===== config.mk =====
export PLATFORM = sky130hd
export DESIGN_NAME = up_sample_affine_ctrl
export DESIGN_NICKNAME = d
export VERILOG_FILES = /design/src/rtl/up_sample_affine_ctrl.sv
export SDC_FILE = /design/constraint.sdc
export NUM_CORES = 1
export LEC_CHECK = 0
export ABC_CLOCK_PERIOD_IN_PS = 2500
export CAP_MARGIN = 5
export CORE_AREA = 2 2 98 100
export DETAILED_ROUTE_END_ITERATION = 6
export DIE_AREA = 0 0 100 102
export GPL_TIMING_DRIVEN = 0
export HOLD_SLACK_MARGIN = 0.06
export PLACE_DENSITY_LB_ADDON = 0.08
export REMOVE_ABC_BUFFERS = 1
export SLEW_MARGIN = 30
export SYNTH_ARGS = -nofsm -noshare
export SYNTH_HDL_FRONTEND = slang
export SYNTH_SLANG_ARGS = --single-unit
export TNS_END_PERCENT = 5

===== constraint.sdc =====
create_clock -name clk -period 2.5 [get_ports clk]
set_clock_uncertainty 0.05 [all_clocks]
set_input_delay 0.625 -clock clk [delete_from_list [all_inputs] [get_ports clk]]
set_output_delay 0.625 -clock clk [all_outputs]
set_load 0.005 [all_outputs]

===== src/rtl/up_sample_affine_ctrl.sv =====
// up_sample_affine_ctrl
//   Affine loop controller for a 3-deep iteration domain (EXT0 x EXT1 x EXT2).
//   After START_DELAY non-stalled cycles it presents one domain point every II
//   non-stalled cycles on en/ctrl_vars. It raises done once the last point has
//   been accepted.
// Ports
//   clk        rising-edge clock
//   rst_n      asynchronous active-low reset
//   flush      synchronous restart; has priority over stall and acceptance
//   stall      backpressure; freezes every counter and the state
//   en         a point is presented this cycle (buffer wen/ren)
//   ctrl_vars  loop indices; [0] outermost, [2] innermost (16 bit each)
//   done       whole domain accepted
module up_sample_affine_ctrl #(
  parameter int unsigned EXT0        = 1,
  parameter int unsigned EXT1        = 128,
  parameter int unsigned EXT2        = 128,
  parameter int unsigned START_DELAY = 0,
  parameter int unsigned II          = 1
) (
  input  logic             clk,
  input  logic             rst_n,
  input  logic             flush,
  input  logic             stall,
  output logic             en,
  output logic [2:0][15:0] ctrl_vars,
  output logic             done
);

  localparam logic [15:0] E0M1 = 16'(EXT0 - 1);
  localparam logic [15:0] E1M1 = 16'(EXT1 - 1);
  localparam logic [15:0] E2M1 = 16'(EXT2 - 1);
  localparam logic [15:0] IIM1 = 16'(II - 1);
  localparam logic [15:0] SDLY = 16'(START_DELAY);

  typedef enum logic [1:0] {WAIT, RUN, DONE} state_t;

  state_t           state_q;
  logic [15:0]      dly_q;
  logic [15:0]      ii_q;
  logic [2:0][15:0] cv_q;
  logic             en_q;
  logic             done_q;

  logic [15:0] ii_d;
  logic        last_pt;

  always_comb begin
    ii_d    = (ii_q == IIM1) ? 16'd0 : ii_q + 16'd1;
    last_pt = (cv_q[0] == E0M1) && (cv_q[1] == E1M1) && (cv_q[2] == E2M1);
  end

  // en_q/done_q are written alongside the state so they always equal
  // (state==RUN && ii==0) and (state==DONE) without a combinational path.
  always_ff @(posedge clk or negedge rst_n) begin
    if (!rst_n) begin
      state_q <= WAIT;
      dly_q   <= '0;
      ii_q    <= '0;
      cv_q    <= '0;
      en_q    <= 1'b0;
      done_q  <= 1'b0;
    end else if (flush) begin
      state_q <= WAIT;
      dly_q   <= '0;
      ii_q    <= '0;
      cv_q    <= '0;
      en_q    <= 1'b0;
      done_q  <= 1'b0;
    end else if (!stall) begin
      case (state_q)
        WAIT: begin
          if (dly_q == SDLY) begin
            state_q <= RUN;
            ii_q    <= '0;
            en_q    <= 1'b1;
          end else begin
            dly_q <= dly_q + 16'd1;
          end
        end
        RUN: begin
          if (en_q && last_pt) begin
            // final point accepted: indices keep the last point
            state_q <= DONE;
            en_q    <= 1'b0;
            done_q  <= 1'b1;
          end else begin
            ii_q <= ii_d;
            en_q <= (ii_d == 16'd0);
            if (en_q) begin
              if (cv_q[2] == E2M1) begin
                cv_q[2] <= '0;
                if (cv_q[1] == E1M1) begin
                  cv_q[1] <= '0;
                  cv_q[0] <= cv_q[0] + 16'd1;
                end else begin
                  cv_q[1] <= cv_q[1] + 16'd1;
                end
              end else begin
                cv_q[2] <= cv_q[2] + 16'd1;
              end
            end
          end
        end
        DONE: begin
          en_q   <= 1'b0;
          done_q <= 1'b1;
        end
        default: begin
          state_q <= WAIT;
          en_q    <= 1'b0;
          done_q  <= 1'b0;
        end
      endcase
    end
  end

  assign en        = en_q;
  assign ctrl_vars = cv_q;
  assign done      = done_q;

endmodule

# [Word-level counts from Yosys, hierarchy flattened]
# Cells that the tools add are included.
[op_classes] n_addsub=5 n_reduce_logical=22 mux=33 eq_ne=12
[ops] op="48-bit two-way mux" n=5
[ops] op="16-bit two-way mux" n=12
[ops] op="16-bit by 1-bit adder with 16-bit output, second input constant" n=5
[ops] op="16-bit logical NOT" n=4
[ops] op="16-bit by 7-bit == test with 1-bit output, second input constant" n=2
[ops] op="32-bit two-way mux" n=1
[ops] op="16-bit one-hot mux with 2 select lines" n=1
[ops] op="4-bit AND reduction" n=3
[ops] op="2-bit inequality test, second input constant" n=5
[ops] op="2-bit nonzero test" n=5
[ops] op="3-bit inequality test, second input constant" n=3
[ops] op="2-bit two-way mux" n=4
[ops] op="1-bit two-way mux" n=7
[ops] op="2-bit one-hot mux with 3 select lines" n=1
[ops] op="3-bit AND reduction" n=2
[ops] op="6-bit AND reduction" n=1
[ops] op="5-bit AND reduction" n=1
[ops] op="1-bit logical AND" n=3
[ops] op="1-bit one-hot mux with 3 select lines" n=1
[ops] op="3-bit nonzero test" n=1
[ops] op="2-bit by 1-bit == test with 1-bit output, second input constant" n=1
[ops] op="2-bit == test, second input constant" n=1
[ops] op="2-bit logical NOT" n=1
[ops] op="1-bit one-hot mux with 2 select lines" n=1
[ops] op="2-bit AND reduction" n=1
[word_totals] wordCells=80 reg_bits=84 output_inout_bits=50 input_bits=4

# [Longest topological paths before layout]
# Gate-level depths: netlist (run 1).
[depth] ltp_word=8 depth_mapped=10 depth_no_buf=8

# [Worst setup path before layout (run 1)]
# OpenSTA, ideal clock, no wires.
[synth_timing] kind="flip-flop to flip-flop" startpoint="register cv_q (netlist bit ctrl_vars[0])" endpoint="register ii_q[0]" arrival_time_ps=2163 slack_ps=163 period_less_slack_ps=2337 t_required_ps=2325 n_path_buf=1 setup_ps=125 stages_incl_launch_ff=9 path_cell_list="dfrtp_1 > inv_1 > ha_1 > nor4b_2 > nand4_2 > o41a_1 > and4b_1 > buf_4 > mux2_2"
[synth_via] elab_chain_len=6
[synth_lines] element="from (decl)" line_no="41" text="logic [2:0][15:0] cv_q;"
[synth_lines] element="16-bit logical NOT" line_no="50" text="last_pt = (cv_q[0] == E0M1) && (cv_q[1] == E1M1) && (cv_q[2] == E2M1);"
[synth_lines] element="1-bit logical AND (2 in a row)" line_no="50"
[synth_lines] element="1-bit logical AND" line_no="82" text="if (en_q && last_pt) begin"
[synth_lines] element="3-bit inequality test (no line)"
[synth_lines] element="4-bit AND reduction (no line)"
[synth_lines] element="to (signal assigned)" line_no="88" text="ii_q <= ii_d;"
[synth_lines] element="to (decl)" line_no="40" text="logic [15:0] ii_q;"
# Every way passes these cells.
# A chain may end at the register's enable or synchronous reset.

# [Worst setup path after layout (run 1)]
[layout_timing] startpoint="register cv_q (netlist bit ctrl_vars[33])" endpoint="register ii_q[4]"
[layout_via] elab_chain_len=5
[layout_lines] element="16-bit by 7-bit == test with 1-bit output" line_no="50"
[layout_lines] element="1-bit logical AND" line_no="50"
[layout_lines] element="1-bit logical AND" line_no="82"
[layout_lines] element="3-bit inequality test (no line)"
[layout_lines] element="4-bit AND reduction (no line)"
# Every way passes these cells.

==> results of run 1 <==
## through the flow
step	setup TNS (ns)	worst slack [ns]	hold slack (ns)	cells	power [µW]
after floorplan	-0.05238	-0.007482	0.2794	547	1551
after global placement	-290.30	-2.327	0.4658	711	1676
after detailed placement	-20.40	-0.6074	0.4726	714	1695
after CTS	-0.1643	-0.05357	0.1201	732	2634
after global routing	-0.9209	-0.1014	0.1324	751	2792
final	0	0.003397	0.1100	751	2673
## path summary, 6_finish.rpt
kind | end | slack (ns) | from
min | ctrl_vars[29]$_DFFE_PN0P_ | 0.11 | rst_n
max reg2reg | ii_q[4]$_DFFE_PN0P_ | 0.003 | ctrl_vars[33]$_DFFE_PN0P_
max in group asynchronous | dly_q[9]$_DFFE_PN0P_ | 1.74 | rst_n
max | ii_q[4]$_DFFE_PN0P_ | 0.003 | ctrl_vars[33]$_DFFE_PN0P_
min reg2reg | done$_DFFE_PN0P_ | 0.52 | done$_DFFE_PN0P_
min in group clk | done$_DFFE_PN0P_ | 0.52 | done$_DFFE_PN0P_
## registers in the layout (all words and copies together) (netlist names)
register and count:
ctrl_vars 48, dly_q 16, done 1, en 1, ii_q 16, state_q 2
## cell usage in the layout (no fill, tap or decap), types with 4 or more instances in the layout
| cell | n |
|---|---|
| a21o_1 | 4 |
| a21oi_1 | 41 |
| a31oi_1 | 13 |
| and3_1 | 12 |
| and4_1 | 5 |
| buf_4 | 18 |
| clkbuf_8 | 10 |
| clkdlybuf4s50_1 | 50 |
| dfrtp_1 | 80 |
| dfrtp_2 | 4 |
| ha_1 | 8 |
| inv_1 | 20 |
| nand2_1 | 52 |
| nand2b_1 | 9 |
| nand3_1 | 34 |
| nand4_1 | 15 |
| nor2_1 | 47 |
| nor3_1 | 9 |
| nor4_1 | 7 |
| nor4_4 | 5 |
| o211ai_1 | 4 |
| o21ai_0 | 38 |
| o31ai_1 | 15 |
| o41ai_1 | 4 |
| or3_1 | 21 |
| or4_1 | 12 |
| xnor2_1 | 13 |
| xor2_1 | 5 |
## logic make-up after synthesis
group,after synthesis,synth area share (%)
buffers and inverters,46,3.891
AO/OA/AOI/OAI,147,18.99
AND/OR/NAND/NOR,262,29.06
XOR/XNOR,18,3.103
flip-flops,84,41.37
multiplexers,3,0.6402
adder cells (fa/ha/maj),12,2.955
## metal layers
metal,global-route usage [%],up-vias,part of all wire (%)
met5,0,-,0
met4,8.114,0,1.8
met3,2.873,16,3.3
met2,39.50,95,50
met1,31.21,2315,45
li1,-,2273,-
## cell type report
cell class	count	area (µm²)
inverters	21	78.83
flip-flops and latches	84	2107
clock buffers	10	137.6
well taps	111	138.9
multi-input cells	443	2995
repair buffers	76	760.7
clock inverters	6	47.55
fillers	713	2843
## critical path, delay by kind of cell, from the launching register on
family | cells | cell delay, ns
compound gates | 3 | 1.29
simple gates | 2 | 0.46
flops | 1 | 0.45
fa+ha+maj | 1 | 0.16
## report_power, final
group	switching, µW	leakage (µW)	internal, µW	total [µW]
Combinational	179	0.00112	149	328
Sequential	32.3	0.00116	1380	1410
Clock	534	0.0000933	398	932
## repair_timing
action / 4_1_cts / 5_1_grt
pin swaps: 5 / 17
endpoints found under the hold margin: 0 / 0
gates resized for setup: 19 / 28
cloned: 0 / 1
setup buffers: 2 / 18
endpoints found under the setup margin: 57 / 56
==> out/qor.txt, run 1 <==
Die width -> 100 µm
Drt wl/cell -> 16.26 µm
Worst-path cell chain -> ha_4 > and4bb_2 > nand4_4 > o41a_1 > a221o_2 > a31oi_1
Via Count -> 4699
Vias in the first global route -> 4158
RSZ-0062 raised after global routing -> yes
Htree depth -> 3
Max clock buf depth -> 2
Clock Tree Root -> clkbuf_8
Register clock-pin slew on the reported worst setup and hold paths -> 0.10 ns
Vias per cell -> 6.257
Slew @ Worst Pin -> 0.6406 ns
Total track usage -> 23.29%
Startpoint Class -> flop
Core Area -> 0.009109 mm²
Residual DRC count -> 0
Nets -> 651
DP Wirelength -> 8.022 mm
Initial Utilization -> 55.78%
Top Ports -> 54
Tcrit/Tclk final -> 99.86%
Status -> complete, no violations
ANT cells -> 0
Placer congestion estimate -> 0.8810
CTS sink cnt -> 84
Count leader, synth -> dfrtp_1
Max incr delay on CP -> 0.58 ns
Slew Viols, Final -> 0
GRT Residual Overflow -> 0
Synth cell types -> 65
Hold_buf cts -> 0
PD cells -> 426.6 mW/mm²
Async S/R FF share, synth -> 100.0%
Fin area -> 0.006266 mm²
Final count of negative-setup-slack endpoints -> 0
Avg Inst Size Synth -> 8.883 µm²
Crit end category -> flop
Synth cell count leaders -> dfrtp_1 (84), nand2_1 (52), nor2_1 (50)
Number of synthesized register bits -> 84
Leak -> 0.002374 µW
Detailed Route WL -> 12.21 mm
Achievable frequency -> 400.5 MHz
Total CTS buffers -> 9
Worst path arrival time -> 2.73 ns
Worst hold path type -> in2async
Post-DP Area -> 0.005698 mm²
Die ar. -> 0.01020 mm²
Top cell type's share of synthesized area -> 41.37%
Die span in y -> 102 µm
Final Util -> 68.79%
CTS tree -> done
Main synth FF type -> dfrtp_1
Area grow syn2layout -> 23.32%
Starting DRT DRC Count -> 231
Max-Cap Viols -> 0
Critical Path RT -> 2.73 ns
Most area-hungry cell type in the Yosys netlist -> dfrtp_1
# rows -> 35
DRT Pass-1 Iters -> 5
Setup CP Type -> reg2reg
Max-Slew Margin vs Limit -> 56.90%
Fraction of layout instances using a drive strength above 1 -> 14.69%
Routed Antenna Nets -> 0
Post-synthesis cell count -> 572
Clk_lat worst skew -> 0.36 ns
Tmin final -> 2.497 ns
Worst R2R Path Depth -> 6
Global-route wire length before repair -> 19.45 mm
Initial antenna violation count -> 0
Largest net degree at the start of global routing -> 47
PortBufs -> 53
Final Hold Viols -> 0
Max VDD drop -> 0.3458 mV
Seq/Total Area, Yosys -> 41.37%
Number of enable flip-flop cells after synthesis -> 0
Most area-consuming cells after synthesis -> dfrtp_1 (41%), a21oi_1 (4.1%), nand2_1 (3.8%), o21ai_0 (3.7%), nor2_1 (3.7%)
Synth Cell Area -> 0.005081 mm²
Synthesis warning total -> 0
CP Max Fanout -> 6
CP max-delay cell -> o41a_1
No activity file was read; power rests on OpenSTA's default activity.
==> run 2: changes to the inputs <==
--- a/config.mk
+++ b/config.mk
@@ -8,12 +8,14 @@
 export ABC_CLOCK_PERIOD_IN_PS = 2500
 export CAP_MARGIN = 5
 export CORE_AREA = 2 2 98 100
+export CTS_CLUSTER_SIZE = 40
 export DETAILED_ROUTE_END_ITERATION = 6
 export DIE_AREA = 0 0 100 102
 export GPL_TIMING_DRIVEN = 0
 export HOLD_SLACK_MARGIN = 0.06
 export PLACE_DENSITY_LB_ADDON = 0.08
 export REMOVE_ABC_BUFFERS = 1
+export SETUP_SLACK_MARGIN = 0.05
 export SLEW_MARGIN = 30
 export SYNTH_ARGS = -nofsm -noshare
 export SYNTH_HDL_FRONTEND = slang
==> run 2 against run 1 <==
Compared with the run above: register-to-register slack hardly changed; via count rose by 0.57%; maximum frequency is 0.37% higher.
==> out/qor.txt, run 2 (synthesis results as in run 1) <==
Status -> complete, no violations
Crit end category -> flop
Fin area -> 0.006250 mm² (-0.26%)
Worst r2r dst -> ii_q[4]$_DFFE_PN0P_
Worst path arrival time -> 2.71 ns (-0.02 ns)
Fraction of layout instances using a drive strength above 1 -> 14.76% (+0.069 points)
Starting DRT DRC Count -> 250 (+8.2%)
Worst-path cell chain -> ha_4 > and4bb_2 > nand4_4 > o41a_1 > a221o_2 > a31oi_1
Sequential share of power -> 53.3% (+0.4 points)
Total track usage -> 23.26% (-0.029 points)
Clock power share -> 34.8% (about the same)
DRT Pass-1 Iters -> 5 (unchanged)
Critical Path RT -> 2.72 ns (about the same)
Max-Cap Viols -> 0 (unchanged)
Clk_lat worst skew -> 0.35 ns (about the same)
Setup TNS -> 0 ns (unchanged)
Core Area -> 0.009109 mm² (unchanged)
DP Wirelength -> 8.022 mm (unchanged)
Global-route wire length before repair -> 19.46 mm (about the same)
Commonest non-fill, non-tap cell in the layout -> dfrtp_1
Max-Slew Margin vs Limit -> 56.62% (-0.28 points)
GRT Residual Overflow -> 0 (unchanged)
Setup crit start -> ctrl_vars[32]$_DFFE_PN0P_
RSZ-0062 raised after global routing -> yes
Internal power -> 1919 µW (-0.44%)
Register clock-pin slew on the reported worst setup and hold paths -> 0.10 ns (about the same)
Worst path depth -> 6 (unchanged)
Clock Tree Root -> clkbuf_8
Leak -> 0.002352 µW (-0.93%)
Max incr delay on CP -> 0.58 ns (about the same)
Initial antenna violation count -> 0 (unchanged)
ANT cells -> 0 (unchanged)
CP max-delay cell -> o41a_1
Crit path capture -> ii_q[4]$_DFFE_PN0P_
Die span in y -> 102 µm (unchanged)
Reg-to-reg slack, setup -> 0.01 ns (about the same)
Die width -> 100 µm (unchanged)
Max VDD drop -> 0.3364 mV (-2.7%)
Final count of negative-setup-slack endpoints -> 0 (unchanged)
Final Hold Viols -> 0 (unchanged)
CP top delay family -> compound AO/OA/AOI/OAI gates
Detailed Route WL -> 12.25 mm (+0.32%)
PortBufs -> 53 (unchanged)
Slew Viols, Final -> 0 (unchanged)
Area grow syn2layout -> 23.00%
Tcrit/Tclk final -> 99.49% (-0.37 points)
CTS tree -> done
Achievable frequency -> 402.0 MHz (+0.37%)
Gate power share -> 11.9% (-0.4 points)
Setup CP Type -> reg2reg
Critical path buffers and inverters -> 0 (unchanged)
Sw Ratio -> 27.77% (-0.12 points)
Routed Antenna Nets -> 0 (unchanged)
Drt wl/cell -> 16.37 µm (+0.72%)
Largest net degree at the start of global routing -> 47 (unchanged)
Worst r2r src -> ctrl_vars[32]$_DFFE_PN0P_
Post-DP Area -> 0.005698 mm² (unchanged)
Top Ports -> 54 (unchanged)
Htree depth -> 3 (unchanged)
Switching power -> 737.9 µW (-1.0%)
CTS sink cnt -> 84 (unchanged)
PD cells -> 425.2 mW/mm² (-0.34%)
Startpoint Class -> flop
FILL cells -> 722 (+1.3%)
Initial Utilization -> 55.78% (unchanged)
Die ar. -> 0.01020 mm² (unchanged)
Slew @ Worst Pin -> 0.6448 ns (+0.004142 ns)
# rows -> 35 (unchanged)
Total CTS buffers -> 9 (unchanged)
Nets -> 648 (-0.46%)
Tmin final -> 2.487 ns (-0.009321 ns)
Placer congestion estimate -> 0.8810 (unchanged)
CP Max Fanout -> 6 (unchanged)
Max reg flops -> 48 (unchanged)
Worst R2R Path Depth -> 6 (unchanged)
Residual DRC count -> 0 (unchanged)
Commonest cells after routing, fill and taps aside -> dfrtp_1 (80), nand2_1 (52), clkdlybuf4s50_1 (50)
Vias per cell -> 6.318 (+0.98%)
Vias in the first global route -> 4156 (-0.048%)
Via Count -> 4726 (+0.57%)
WHS -> 0.1120 ns (+0.001944 ns)
Worst hold path type -> in2async
Max clock buf depth -> 2 (unchanged)
## run 2: cell types whose count changed in the layout (fill, tap and decap cells not counted), sizes merged
| cell | previous run | this run |
|---|---|---|
| buf | 24 | 20 |
| nor4 | 15 | 16 |
## run 2: worst min-delay path by stage
stage	start	end	slack, ns	cells past startpoint
after floorplan	rst_n	ctrl_vars[0]$_DFFE_PN0P_	0.28	0
after global placement	ctrl_vars[17]$_DFFE_PN0P_	ctrl_vars[17]$_DFFE_PN0P_	0.47	2
after detailed placement	ctrl_vars[17]$_DFFE_PN0P_	ctrl_vars[17]$_DFFE_PN0P_	0.47	2
after CTS	rst_n	ctrl_vars[29]$_DFFE_PN0P_	0.12	1
after global routing	rst_n	ctrl_vars[29]$_DFFE_PN0P_	0.13	1
final	rst_n	ctrl_vars[29]$_DFFE_PN0P_	0.11	1
## run 2: repair_timing
| item | CTS | global route |
|---|---|---|
| endpoints found under the hold margin | 0 | 0 |
| resized for setup | 25 | 26 |
| gates cloned | 0 | 2 |
| setup endpoints to repair | 58 | 59 |
| hold buffers | 0 | 0 |
| pin swaps | 14 | 19 |
| setup buffers | 2 | 14 |
## run 2: layout make-up
| type | instances | area (µm²) | area share (%) |
|---|---|---|---|
| inverters | 21 | 78.83 | 1.261 |
| clock buffers | 10 | 137.6 | 2.202 |
| repair buffers | 72 | 718.2 | 11.49 |
| multi-input cells | 444 | 3022 | 48.35 |
| flip-flops and latches | 84 | 2107 | 33.71 |
| well taps | 111 | 138.9 | 2.222 |
| clock inverters | 6 | 47.55 | 0.7608 |
## run 2: per-stage QoR
| step | utilization, % | power, µW | setup WS [ns] | std cells |
|---|---|---|---|---|
| 4_1_cts | 65.91 | 2639 | -0.05357 | 732 |
| 3_3_place_gp | 61.83 | 1676 | -2.327 | 711 |
| 6_report | 68.61 | 2657 | 0.01272 | 748 |
| 3_5_place_dp | 62.55 | 1695 | -0.6074 | 714 |
| 2_1_floorplan | - | 1551 | -0.007482 | 547 |
| 5_1_grt | 68.61 | 2778 | -0.09062 | 748 |
## run 2: power by group through the flow
stage	logic (µW)	clock network [µW]	registers, µW
4_1_cts	266	953	1420
5_1_grt	349	1010	1420
6_report	317	925	1420
3_5_place_dp	253	0	1440
3_3_place_gp	236	0	1440
2_1_floorplan	117	0	1430
## run 2: routing by layer
layer,global-route usage (%),vias to the layer above,share of wire (%)
met5,0,-,0
met4,8.114,0,2.0
met3,2.873,29,3.9
met2,39.35,126,50
met1,31.26,2305,44
li1,-,2266,-
==> run 3: changes to the inputs <==
--- a/config.mk
+++ b/config.mk
@@ -6,11 +6,11 @@
 export NUM_CORES = 1
 export LEC_CHECK = 0
 export ABC_CLOCK_PERIOD_IN_PS = 2500
-export CAP_MARGIN = 5
-export CORE_AREA = 2 2 98 100
+export CORE_AREA = 2 2 96 98
+export CTS_BUF_LIST = sky130_fd_sc_hd__clkbuf_4
 export CTS_CLUSTER_SIZE = 40
 export DETAILED_ROUTE_END_ITERATION = 6
-export DIE_AREA = 0 0 100 102
+export DIE_AREA = 0 0 98 100
 export GPL_TIMING_DRIVEN = 0
 export HOLD_SLACK_MARGIN = 0.06
 export PLACE_DENSITY_LB_ADDON = 0.08
==> constraint.sdc (replaced) <==
create_clock -name clk -period 2.5 [get_ports clk]
set_clock_uncertainty 0.05 [all_clocks]
set_input_delay 0.625 -clock clk [delete_from_list [all_inputs] [get_ports clk]]
set_output_delay 0.625 -clock clk [all_outputs]
set_load 0.05 [all_outputs]
==> run 3 against run 2 <==
Compared with the run above: non-clock buffer count rose by 8; maximum frequency rose by 0.26%; core utilization rose by 3.2 points; combinational power rose by 28%; final area rose by 2.1%; total power fell by 1.4%; first-iteration DRC count fell by 10%; die area fell by 3.9%; global-route usage rose by 1.5 points; critical endpoint is now ii_q[8]$_DFFE_PN0P_.
==> out/qor.txt, run 3 (synthesis results as in run 1) <==
Worst-path cell chain -> nor4_4 > nand4_4 > o41a_1 > a221o_2 > a31oi_1
Clock power share -> 30.4% (-4.4 points)
Footprint of the multi-input gates -> 0.003058 mm² (+1.2%)
CTS tree -> done
Max reg flops -> 48 (unchanged)
Via Count -> 4779 (+1.1%)
Worst path depth -> 5 (-1)
Commonest non-fill, non-tap cell in the layout -> dfrtp_1
Final Power -> 2619 µW (-1.4%)
ANT cells -> 0 (unchanged)
Initial antenna violation count -> 0 (unchanged)
Max incr delay on CP -> 0.59 ns (about the same)
Status -> complete, no violations
Die width -> 98 µm (-2.0%)
Tcrit/Tclk final -> 99.23% (-0.26 points)
Commonest cells after routing, fill and taps aside -> dfrtp_1 (77), nand2_1 (52), nor2_1 (47)
Drt wl/cell -> 16.72 µm (+2.1%)
Clk_lat worst skew -> 0.45 ns (+0.10 ns)
Nets -> 656 (+1.2%)
Starting DRT DRC Count -> 225 (-10%)
Slew Viols, Final -> 0 (unchanged)
Max-Slew Margin vs Limit -> 58.61% (+2.0 points)
Die span in y -> 100 µm (-2.0%)
PD cells -> 410.3 mW/mm² (-3.5%)
Tmin final -> 2.481 ns (-0.006536 ns)
Register clock-pin slew on the reported worst setup and hold paths -> 0.13 ns (+0.03 ns)
Hold path start -> done$_DFFE_PN0P_
Worst hold path type -> reg2reg
Worst path arrival time -> 2.80 ns (+0.09 ns)
Worst r2r src -> ctrl_vars[46]$_DFFE_PN0P_
Global-route wire length before repair -> 20.19 mm (+3.8%)
Core Area -> 0.008890 mm² (-2.4%)
# rows -> 35 (unchanged)
Detailed Route WL -> 12.64 mm (+3.2%)
CTS sink cnt -> 84 (unchanged)
Clock Tree Root -> clkbuf_4
Max-Cap Viols -> 0 (unchanged)
Critical Path RT -> 2.82 ns (+0.10 ns)
RSZ-0062 raised after global routing -> yes
Worst R2R Path Depth -> 5 (-1)
Setup CP Type -> reg2reg
Max VDD drop -> 0.2780 mV (-17%)
Gate power share -> 15.5% (+3.6 points)
Final count of negative-setup-slack endpoints -> 0 (unchanged)
Vias per cell -> 6.321 (about the same)
Startpoint Class -> flop
Vias in the first global route -> 4325 (+4.1%)
Register area -> 0.002111 mm² (+0.18%)
DP Wirelength -> 8.085 mm (+0.78%)
Largest net degree at the start of global routing -> 47 (unchanged)
Critical path buffers and inverters -> 0 (unchanged)
GRT Residual Overflow -> 0 (unchanged)
Internal power -> 1833 µW (-4.5%)
Crit end category -> flop
CP top delay family -> compound AO/OA/AOI/OAI gates
PortBufs -> 53 (unchanged)
Routed Antenna Nets -> 0 (unchanged)
Setup crit start -> ctrl_vars[46]$_DFFE_PN0P_
Final Hold Viols -> 0 (unchanged)
Placer congestion estimate -> 0.8923 (+1.3%)
Initial Utilization -> 57.16% (+1.4 points)
Residual DRC count -> 0 (unchanged)
Setup TNS -> 0 ns (unchanged)
Max clock buf depth -> 2 (unchanged)
DRT Pass-1 Iters -> 5 (unchanged)
Total track usage -> 24.74% (+1.5 points)
Switching power -> 786.1 µW (+6.5%)
CP max-delay cell -> o41a_1
Top Ports -> 54 (unchanged)
WHS -> 0.5184 ns (+0.4064 ns)
Fraction of layout instances using a drive strength above 1 -> 16.28% (+1.5 points)
Achievable frequency -> 403.1 MHz (+0.26%)
Hold path depth -> 2
Slew @ Worst Pin -> 0.6208 ns (-0.02395 ns)
Sequential share of power -> 54.1% (+0.8 points)
Htree depth -> 3 (unchanged)
Area grow syn2layout -> 25.61%
CP Max Fanout -> 6 (unchanged)
Sw Ratio -> 30.02% (+2.2 points)
Die ar. -> 0.009800 mm² (-3.9%)
FILL cells -> 688 (-4.7%)
Total CTS buffers -> 9 (unchanged)
Leak -> 0.003071 µW (+31%)
==> run 3: area by class of cell <==
class                   instances  area share (%)
well taps                     111           2.176
inverters                      21           1.235
multi-input cells             444           47.91
flip-flops and latches         84           33.07
clock buffers                   9           1.059
repair buffers                 80           13.51
clock inverters                 7           1.039
==> run 3: worst paths after layout <==
check / endpoint / slack (ns)
max reg2reg: ii_q[8]$_DFFE_PN0P_ / 0.02
max in group asynchronous: ii_q[0]$_DFFE_PN0P_ / 1.26
min: done$_DFFE_PN0P_ / 0.52
min in group asynchronous: ctrl_vars[27]$_DFFE_PN0P_ / 0.58
max: ii_q[8]$_DFFE_PN0P_ / 0.02
min reg2reg: done$_DFFE_PN0P_ / 0.52
==> run 3: worst register-to-register path: stages (launching register included) <==
cell,delay [ns]
dfrtp_2,0.47
nor4_4,0.33
nand4_4,0.24
o41a_1,0.59
a221o_2,0.53
a31oi_1,0.20
==> run 3: per-layer routing <==
metal	up-vias	GRT usage, %	share of wire, %
met1	2359	31.97	44
met2	112	43.78	50
met3	19	2.994	3.7
met4	0	7.692	1.9
li1	2289	-	-
met5	-	0	0
==> run 3: power by group through the flow <==
stage	logic (µW)	registers (µW)	clock network [µW]
after floorplan	117	1510	0
after global placement	311	1440	0
after global routing	439	1420	872
after detailed placement	331	1440	0
final	405	1420	797
after CTS	346	1420	809
==> run 3: repair_timing <==
action | in CTS | in global routing
hold buffers | 1 | 0
hold endpoints to repair | 38 | 0
buffers inserted | 7 | 16
setup endpoints to repair | 64 | 91
pin swaps | 17 | 22
cloned | 0 | 2
resized for setup | 28 | 72
==> run 3: metrics by stage <==
stage	instances	setup WS (ns)	area [µm²]	util [%]
finish	756	0.01925	6382	71.79
global route	756	-0.08299	6382	71.79
CTS	738	-0.08316	5982	67.29
detailed placement	714	-0.6234	5698	64.10
global placement	711	-2.338	5632	63.35
floorplan	547	-0.2964	4962	-
